## src/rtl/bcd_counter_4dig.sv

```systemverilog
// Four-digit BCD event counter fed by an asynchronous, debounced event line.
// Optional up/down counting with a dir port is enabled by defining BCD_UPDOWN_EN.
module bcd_counter_4dig #(
  parameter int SYNC_STAGES = 2,
  parameter bit WRAP        = 1'b1
) (
  input  logic        clk,
  input  logic        rst_n,
  input  logic        cnt_in,
  input  logic        en,
  input  logic        clr,
`ifdef BCD_UPDOWN_EN
  input  logic        dir,
`endif
  output logic [15:0] bcd,
  output logic        tick,
  output logic        carry,
  output logic        ovf
);

  logic [SYNC_STAGES-1:0] sync_q;
  logic                   hist_q;
  logic                   inc;
  logic                   down;

  logic [15:0] bcd_q, bcd_d;
  logic        tick_q, tick_d;
  logic        carry_q, carry_d;
  logic        ovf_q, ovf_d;

  logic [15:0] step_val;
  logic        step_out;
  logic        ripple;
  logic [3:0]  digit;

`ifdef BCD_UPDOWN_EN
  assign down = dir;
`else
  assign down = 1'b0;
`endif

  // Stages and history reset high so a line already high at reset release is not an event.
  always_ff @(posedge clk or negedge rst_n) begin
    if (!rst_n) begin
      sync_q <= '1;
      hist_q <= 1'b1;
    end else begin
      sync_q <= {sync_q[SYNC_STAGES-2:0], cnt_in};
      hist_q <= sync_q[SYNC_STAGES-1];
    end
  end

  assign inc = sync_q[SYNC_STAGES-1] & ~hist_q;

  // One-step ripple; step_out flags that the top digit carried/borrowed out.
  always_comb begin
    step_val = '0;
    ripple   = 1'b1;
    digit    = '0;
    for (int i = 0; i < 4; i++) begin
      digit = bcd_q[4*i +: 4];
      if (!ripple) begin
        step_val[4*i +: 4] = digit;
      end else if (down) begin
        if (digit == 4'd0) begin
          step_val[4*i +: 4] = 4'd9;
          ripple             = 1'b1;
        end else if (digit > 4'd9) begin
          step_val[4*i +: 4] = 4'd8;
          ripple             = 1'b0;
        end else begin
          step_val[4*i +: 4] = digit - 4'd1;
          ripple             = 1'b0;
        end
      end else begin
        if (digit >= 4'd9) begin
          step_val[4*i +: 4] = 4'd0;
          ripple             = 1'b1;
        end else begin
          step_val[4*i +: 4] = digit + 4'd1;
          ripple             = 1'b0;
        end
      end
    end
    step_out = ripple;
  end

  always_comb begin
    bcd_d   = bcd_q;
    carry_d = 1'b0;
    ovf_d   = ovf_q;
    tick_d  = inc;
    if (clr) begin
      bcd_d = '0;
      ovf_d = 1'b0;
    end else if (en && inc) begin
      if (!step_out) begin
        bcd_d = step_val;
      end else if (WRAP) begin
        bcd_d   = step_val;
        carry_d = 1'b1;
      end else begin
        ovf_d = 1'b1;
      end
    end
  end

  always_ff @(posedge clk or negedge rst_n) begin
    if (!rst_n) begin
      bcd_q   <= '0;
      tick_q  <= 1'b0;
      carry_q <= 1'b0;
      ovf_q   <= 1'b0;
    end else begin
      bcd_q   <= bcd_d;
      tick_q  <= tick_d;
      carry_q <= carry_d;
      ovf_q   <= ovf_d;
    end
  end

  assign bcd   = bcd_q;
  assign tick  = tick_q;
  assign carry = carry_q;
  assign ovf   = ovf_q;

endmodule

```

## config.mk

```make
export PLATFORM = sky130hd
export DESIGN_NAME = bcd_counter_4dig
export DESIGN_NICKNAME = d
export VERILOG_FILES = /design/src/rtl/bcd_counter_4dig.sv
export SDC_FILE = /design/constraint.sdc
export NUM_CORES = 1
export LEC_CHECK = 0
export BUFFER_PORTS_ARGS = -buffer_cell sky130_fd_sc_hd__buf_2
export CELL_PAD_IN_SITES_DETAIL_PLACEMENT = 1
export CELL_PAD_IN_SITES_GLOBAL_PLACEMENT = 1
export CORE_UTILIZATION = 37
export CTS_CLUSTER_DIAMETER = 50
export DETAILED_ROUTE_END_ITERATION = 12
export PLACE_DENSITY_LB_ADDON = 0.1
export SYNTH_ARGS = -nofsm -noshare
export SYNTH_HDL_FRONTEND = slang
export SYNTH_SLANG_ARGS = --single-unit
```

## constraint.sdc

```tcl
create_clock -name clk -period 1.82 [get_ports clk]
set_clock_uncertainty 0.15 [all_clocks]
set_input_delay 0.364 -clock clk [delete_from_list [all_inputs] [get_ports clk]]
set_output_delay 0.364 -clock clk [all_outputs]
set_load 0.005 [all_outputs]
```

==> impl_results.md, run 1 <==
* Status: finished, violations left
* Failing checks: setup timing
* Post-route setup TNS at -451 ps
* Final hold violations at 0
* Die W at about 60 microns
* Die height at 59.9 microns
* Routed len/inst at between 15 and 20 microns
* Area Growth Syn to Fin at 45.4%
* Initial Utilization at 39.9%
* Most common flop cell mapped by yosys: dfrtp_1
* HP Start: sync_q[0]
* Critical Path Start: bcd[8]
* Worst Setup End Kind: flip-flop
* Most common cell after layout, fill and taps aside: buf_4
* Critical R2R Launch: bcd[8]
* Final Max Tran Viols at 0
* Root Driver: clkbuf_4
* EDFF count, synth at 0
* Max FO, Critical Path at 4
* Worst hold slack at roughly 210 ps
* Yosys warns at 0
* Clock Latency Late Sink at between 300 and 400 ps
* Most frequent cells in the layout: 24 x buf_4, 22 x buf_2, 18 x dfrtp_1, 8 x inv_1, 8 x ha_1
* Reg power frac at a little over two fifths
* First-pass GRT wire length at about 5400 microns
* CTS Buffer Depth at 2
* Fin crit share at 110%
* Fin util at about three fifths
* Clock slew at reported path FFs at approximately 130 ps
* Power Density at ~720 mW/mm^2
* Reg-to-reg endpoint: bcd[8]
* DR pass1 iterations at 4
* Final non-filler cell total at ~220
* Number of max-cap violations at 0
* Synth Instances at 130
* RSZ-0062 raised after global routing: yes
* Worst path max stage delay at 470 ps
* Sink Count at 21
* Detailed-route via count at 1140
* Crit path max-delay cell type: or4b_4
* #FFs+latches synth at 21
* Post-DR vias/cell at between 5 and 6
* CP Data Required Time at 1930 ps
* Net Sw Frac at 34.1%
* H-tree depth at 1
* Crit path launch type: flip-flop
* Gpl congestion at between 0.7 and 0.8
* Final min period at 2000 ps
* Final setup vio count at 8
* WS Path Type: flip-flop to flip-flop
* Mapped cell area at between 0.001 and 0.0015 sq mm
* Dpl cells at 213
* # diodes at 0
* CTS tree: yes
* GR Overflow Total at 0
* LEAKAGE at ~0.86 nW
* Final Worst Setup Slack at -177 ps
* Num CTS Buffers at 3
* Mapped Nets at 147
* Core area at 0.00310 sq mm
* Ports at 24
* Power Total at roughly 1.3 mW
* VDD IR max at 0.404 mV
* Post-synthesis async set-or-reset flop share at 100%
* Initial antenna violation count at 0
* All-Layer GR Usage at 20.5%
* Syn_area_per_cell at around 9.5 sq um
* Hold WC Path Type: flip-flop to flip-flop
* Worst Path Arrival at between 2000 and 2500 ps
* Critical path endpoint: bcd[8]
* Clock group share of total power at 18.2%
* P_int at 855 uW
* Layout cell share with drive strength beyond 1 at ~50%
* FMAX at 501 MHz
* Reg2Reg Setup Slack at -180 ps
* Switching power total at roughly 440 uW
* Largest net degree at the start of global routing at 22
* Post-Route WL at 3490 microns
* Vias in the first global route at between 1000 and 1500
* Hpwl dp at approximately 2500 microns
* Remaining DRCs at 0
* Initial DRC Count at 39
* Combinational share of power at between 30% and 40%
* Yosys cell types at 39
* IO Port Bufs at 22
* Sequential element share of the synthesized area at 42.7%
* Num rows at 20
* R2r worst-path depth at 6
* Routed Antenna Nets at 0
* Critical Path, Cell by Cell: inv_1 > ha_2 > or4b_4 > and2_4 > or4_1 > nand2_1
* Final #Nets at slightly below 200
* Die area at approximately 0.0036 sq mm
stage by stage:
stage	cell area, sq um	setup slack (ps)
floorplan	1280	-98.2
global placement	1580	-73.6
detailed placement	1580	-152
CTS	1730	-167
global route	1800	-243
finish	1800	-177
metal layers:
layer / track usage, % / wire [microns] / vias to the layer above
met5: 0 / 0 / -
met4: 6.98 / 24 / 0
met3: 1.95 / 71 / 2
met2: 37.3 / 1900 / 17
met1: 24.9 / 1500 / 561
li1: - / - / 560
power groups by stage:
stage	sequential [mW]	combinational [mW]	clock [mW]
2_1_floorplan	0.581	0.194	0
3_3_place_gp	0.555	0.401	0
3_5_place_dp	0.559	0.423	0
4_1_cts	0.550	0.489	0.246
5_1_grt	0.558	0.557	0.266
6_report	0.551	0.511	0.236
cells in the mapped netlist (all sizes together) (4+ instances only):
master,count,share of area (%)
ha,12,12
o31ai,5,3.0
nand3,6,2.4
nand2,10,3.0
o21ai,7,2.8
inv,11,3.3
nor2,7,2.1
dfrtp,18,36
buf,4,2.3
a21oi,9,3.6
timing repair:
item	CTS	global route
resized for setup	21	17
pin swaps	8	8
hold endpoints to repair	19	0
hold buffers	2	0
setup endpoints to repair	12	14
buffers inserted	4	0
cloned	1	0
logic make-up after synthesis:
logic type	synth area share, %
DFF	42.7
other	0.303
AOI/OAI and AO/OA	17.1
buffers and inverters	6.26
adders and majority gates	12.1
and+or+nand+nor	20.7
muxes	0.808
flip-flops by register name (all words and copies together) (netlist names):
signal,count
carry,1
tick,1
sync_q,2
hist_q,1
bcd,16
critical path, delay by kind of cell (launching register included):
kind / cells / cell delay (ps)
DFF: 1 / 430
adders and majority gates: 1 / 170
and+or+nand+nor: 4 / 1120
buffers and inverters: 1 / 80
final cells by class:
| cell class | instances | area, sq um |
|---|---|---|
| Inverter | 11 | 41.3 |
| Sequential cell | 21 | 529 |
| Tap cell | 44 | 55.1 |
| Timing Repair Buffer | 52 | 355 |
| Clock buffer | 4 | 26.3 |
| Multi-Input combinational cell | 92 | 793 |
| Fill cell | 369 | 1300 |
worst min-delay path by stage:
stage                      to  slack [ps]  depth (start not counted)
floorplan              bcd[0]         -80                          0
global placement       bcd[2]         200                          1
detailed placement  sync_q[1]         200                          0
CTS                 sync_q[1]         220                          0
global route        sync_q[1]         220                          0
finish              sync_q[1]         210                          0
Power figures use the tool's default switching activity.
==> run 2: changes to the inputs <==
Settings changed: CORE_UTILIZATION 37 to 25, CTS_BUF_LIST set to sky130_fd_sc_hd__clkbuf_4 sky130_fd_sc_hd__clkbuf_8 sky130_fd_sc_hd__clkbuf_16.
==> run 2 against run 1 <==
Net effect: the flow still finishes with violations (setup timing); maximum frequency grew 2.0%; setup slack better by 39 ps; total power up 11%; sequential power up 0.9%; non-clock buffer count rose by 4; cell area up 7.6%; largest power group is now combinational cells; highest routed layer unchanged.
==> impl_results.md, run 2 (synthesis results as in run 1) <==
* WS Path Type: flip-flop to flip-flop
* Largest net degree at the start of global routing at 22 (unchanged)
* Final #Nets at 202 (+2.0%)
* Dpl cells at 236 (+11%)
* Initial Utilization at 26.1% (-14 points)
* Power Density at 746 mW/mm^2 (+3.4%)
* Number of max-cap violations at 0 (unchanged)
* Status: finished, violations left
* Routed len/inst at 14.2 microns (-9.1%)
* First-pass GRT wire length at 5890 microns (+8.9%)
* Most common cell after layout, fill and taps aside: buf_4
* GR Overflow Total at 0 (unchanged)
* All-Layer GR Usage at 14.5% (-5.9 points)
* Clock Latency Late Sink at 270 ps (-40 ps)
* Post-DR vias/cell at 4.65 (-8.6%)
* LEAKAGE at 0.879 nW (+2.8%)
* Core area at 0.00475 sq mm (+53%)
* DP Worst Slack at -124 ps (+28.0 ps)
* CP Data Required Time at 1880 ps (-50 ps)
* Detailed-route via count at 1167 (+2.4%)
* H-tree depth at 1 (unchanged)
* Failing checks: setup timing
* Initial DRC Count at 10 (-74%)
* Initial antenna violation count at 0 (unchanged)
* Final setup vio count at 12 (+4)
* FMAX at 511 MHz (+2.0%)
* Worst Path Buf+Inv at 1 (unchanged)
* Remaining DRCs at 0 (unchanged)
* Final hold violations at 0 (unchanged)
* Hold WC Path Type: input port to flip-flop
* Crit path launch type: flip-flop
* CTS Buffer Depth at 2 (unchanged)
* Die height at 72.4 microns (+21%)
* Final Max Tran Viols at 0 (unchanged)
* # diodes at 0 (unchanged)
* Layout cell share with drive strength beyond 1 at 55.4% (+5.4 points)
* Max FO, Critical Path at 3 (-1)
* VDD IR max at 0.281 mV (-30%)
* Sink Count at 21 (unchanged)
* IO Port Bufs at 22 (unchanged)
* Root Driver: clkbuf_8
* CP top delay family: simple AND/OR/NAND/NOR gates
* Final min period at 1960 ps (-39.4 ps)
* Routed Antenna Nets at 0 (unchanged)
* Cell area after layout at 0.00194 sq mm (+7.6%)
* Num CTS Buffers at 3 (unchanged)
* Most frequent cells in the layout: 26 x buf_4, 22 x buf_2, 18 x dfrtp_1, 8 x inv_1, 8 x ha_1
* RSZ-0062 raised after global routing: yes
* Vias in the first global route at 1249 (+8.1%)
* Final non-filler cell total at 251 (+12%)
* Die W at 72.4 microns (+21%)
* Die area at 0.00524 sq mm (+46%)
* Worst Path Arrival at 2010 ps (-100 ps)
* R2r worst-path depth at 6 (unchanged)
* Worst hold slack at 36.9 ps (-177 ps)
* Gpl congestion at 0.802 (+0.69%)
* Final Worst Setup Slack at -137 ps (+39.4 ps)
* Post-Route WL at 3560 microns (+1.9%)
* Worst path max stage delay at 460 ps (about the same)
* CTS tree: yes
* Critical Path, Cell by Cell: inv_1 > ha_2 > or4b_4 > and2_4 > or4_4 > nand2_2
* Placed Area at 0.00160 sq mm (+1.8%)
* Worst path depth at 6 (unchanged)
* Worst Setup End Kind: flip-flop
* Ports at 24 (unchanged)
* Clock slew at reported path FFs at 80 ps (-50 ps)
* Crit path max-delay cell type: or4b_4
* Num rows at 25 (+25%)
* DR pass1 iterations at 2 (-2)
* Area Growth Syn to Fin at 56.5%
* Worst hold stages at 1 (+1)
* Hpwl dp at 2510 microns (+2.0%)
* Number of flip-flops under the largest register name at 16 (unchanged)
* Fin crit share at 108% (-2.2 points)
-- run 2: report_power, final --
group | internal (mW) | switching, mW
clock network | 0.153 | 0.164
logic | 0.290 | 0.282
registers | 0.515 | 0.0408
-- run 2: what timing repair did --
item / CTS / global route
pin swaps: 7 / 16
resized for setup: 16 / 35
gates cloned: 1 / 0
endpoints found under the hold margin: 18 / 0
setup endpoints to repair: 10 / 15
hold buffers: 1 / 0
setup buffers: 9 / 2
-- run 2: final cells by class --
class	instances	area (sq um)
sequential	21	529
clock buffer	3	41.3
tap	67	83.8
clock inverter	1	5.00
timing repair buffer	56	394
inverter	11	41.3
fill	564	2820
multi-input combinational	92	843
-- run 2: worst paths after layout --
| check | start | to | slack, ps |
|---|---|---|---|
| max | bcd[8] | bcd[8] | -140 |
| min | cnt_in | sync_q[0] | 40 |
| max reg2reg | bcd[8] | bcd[8] | -140 |
| min reg2reg | sync_q[0] | sync_q[1] | 210 |
| max in group asynchronous | rst_n | sync_q[0] | 710 |
| min in group asynchronous | rst_n | bcd[2] | 450 |
-- run 2: layer usage --
metal	vias up	wire [microns]	track usage, %
li1	565	-	-
met1	582	1640	19.3
met2	15	1790	23.7
met3	5	82	2.08
met4	0	48	5.88
met5	-	0	0
-- run 2: metrics by stage --
step	total power, mW	setup TNS [ps]	util, %
2_1_floorplan	0.775	-152	-
3_3_place_gp	0.981	-163	33.7
3_5_place_dp	0.993	-328	33.7
4_1_cts	1.38	-535	37.7
5_1_grt	1.56	-1760	40.8
6_report	1.45	-792	40.8
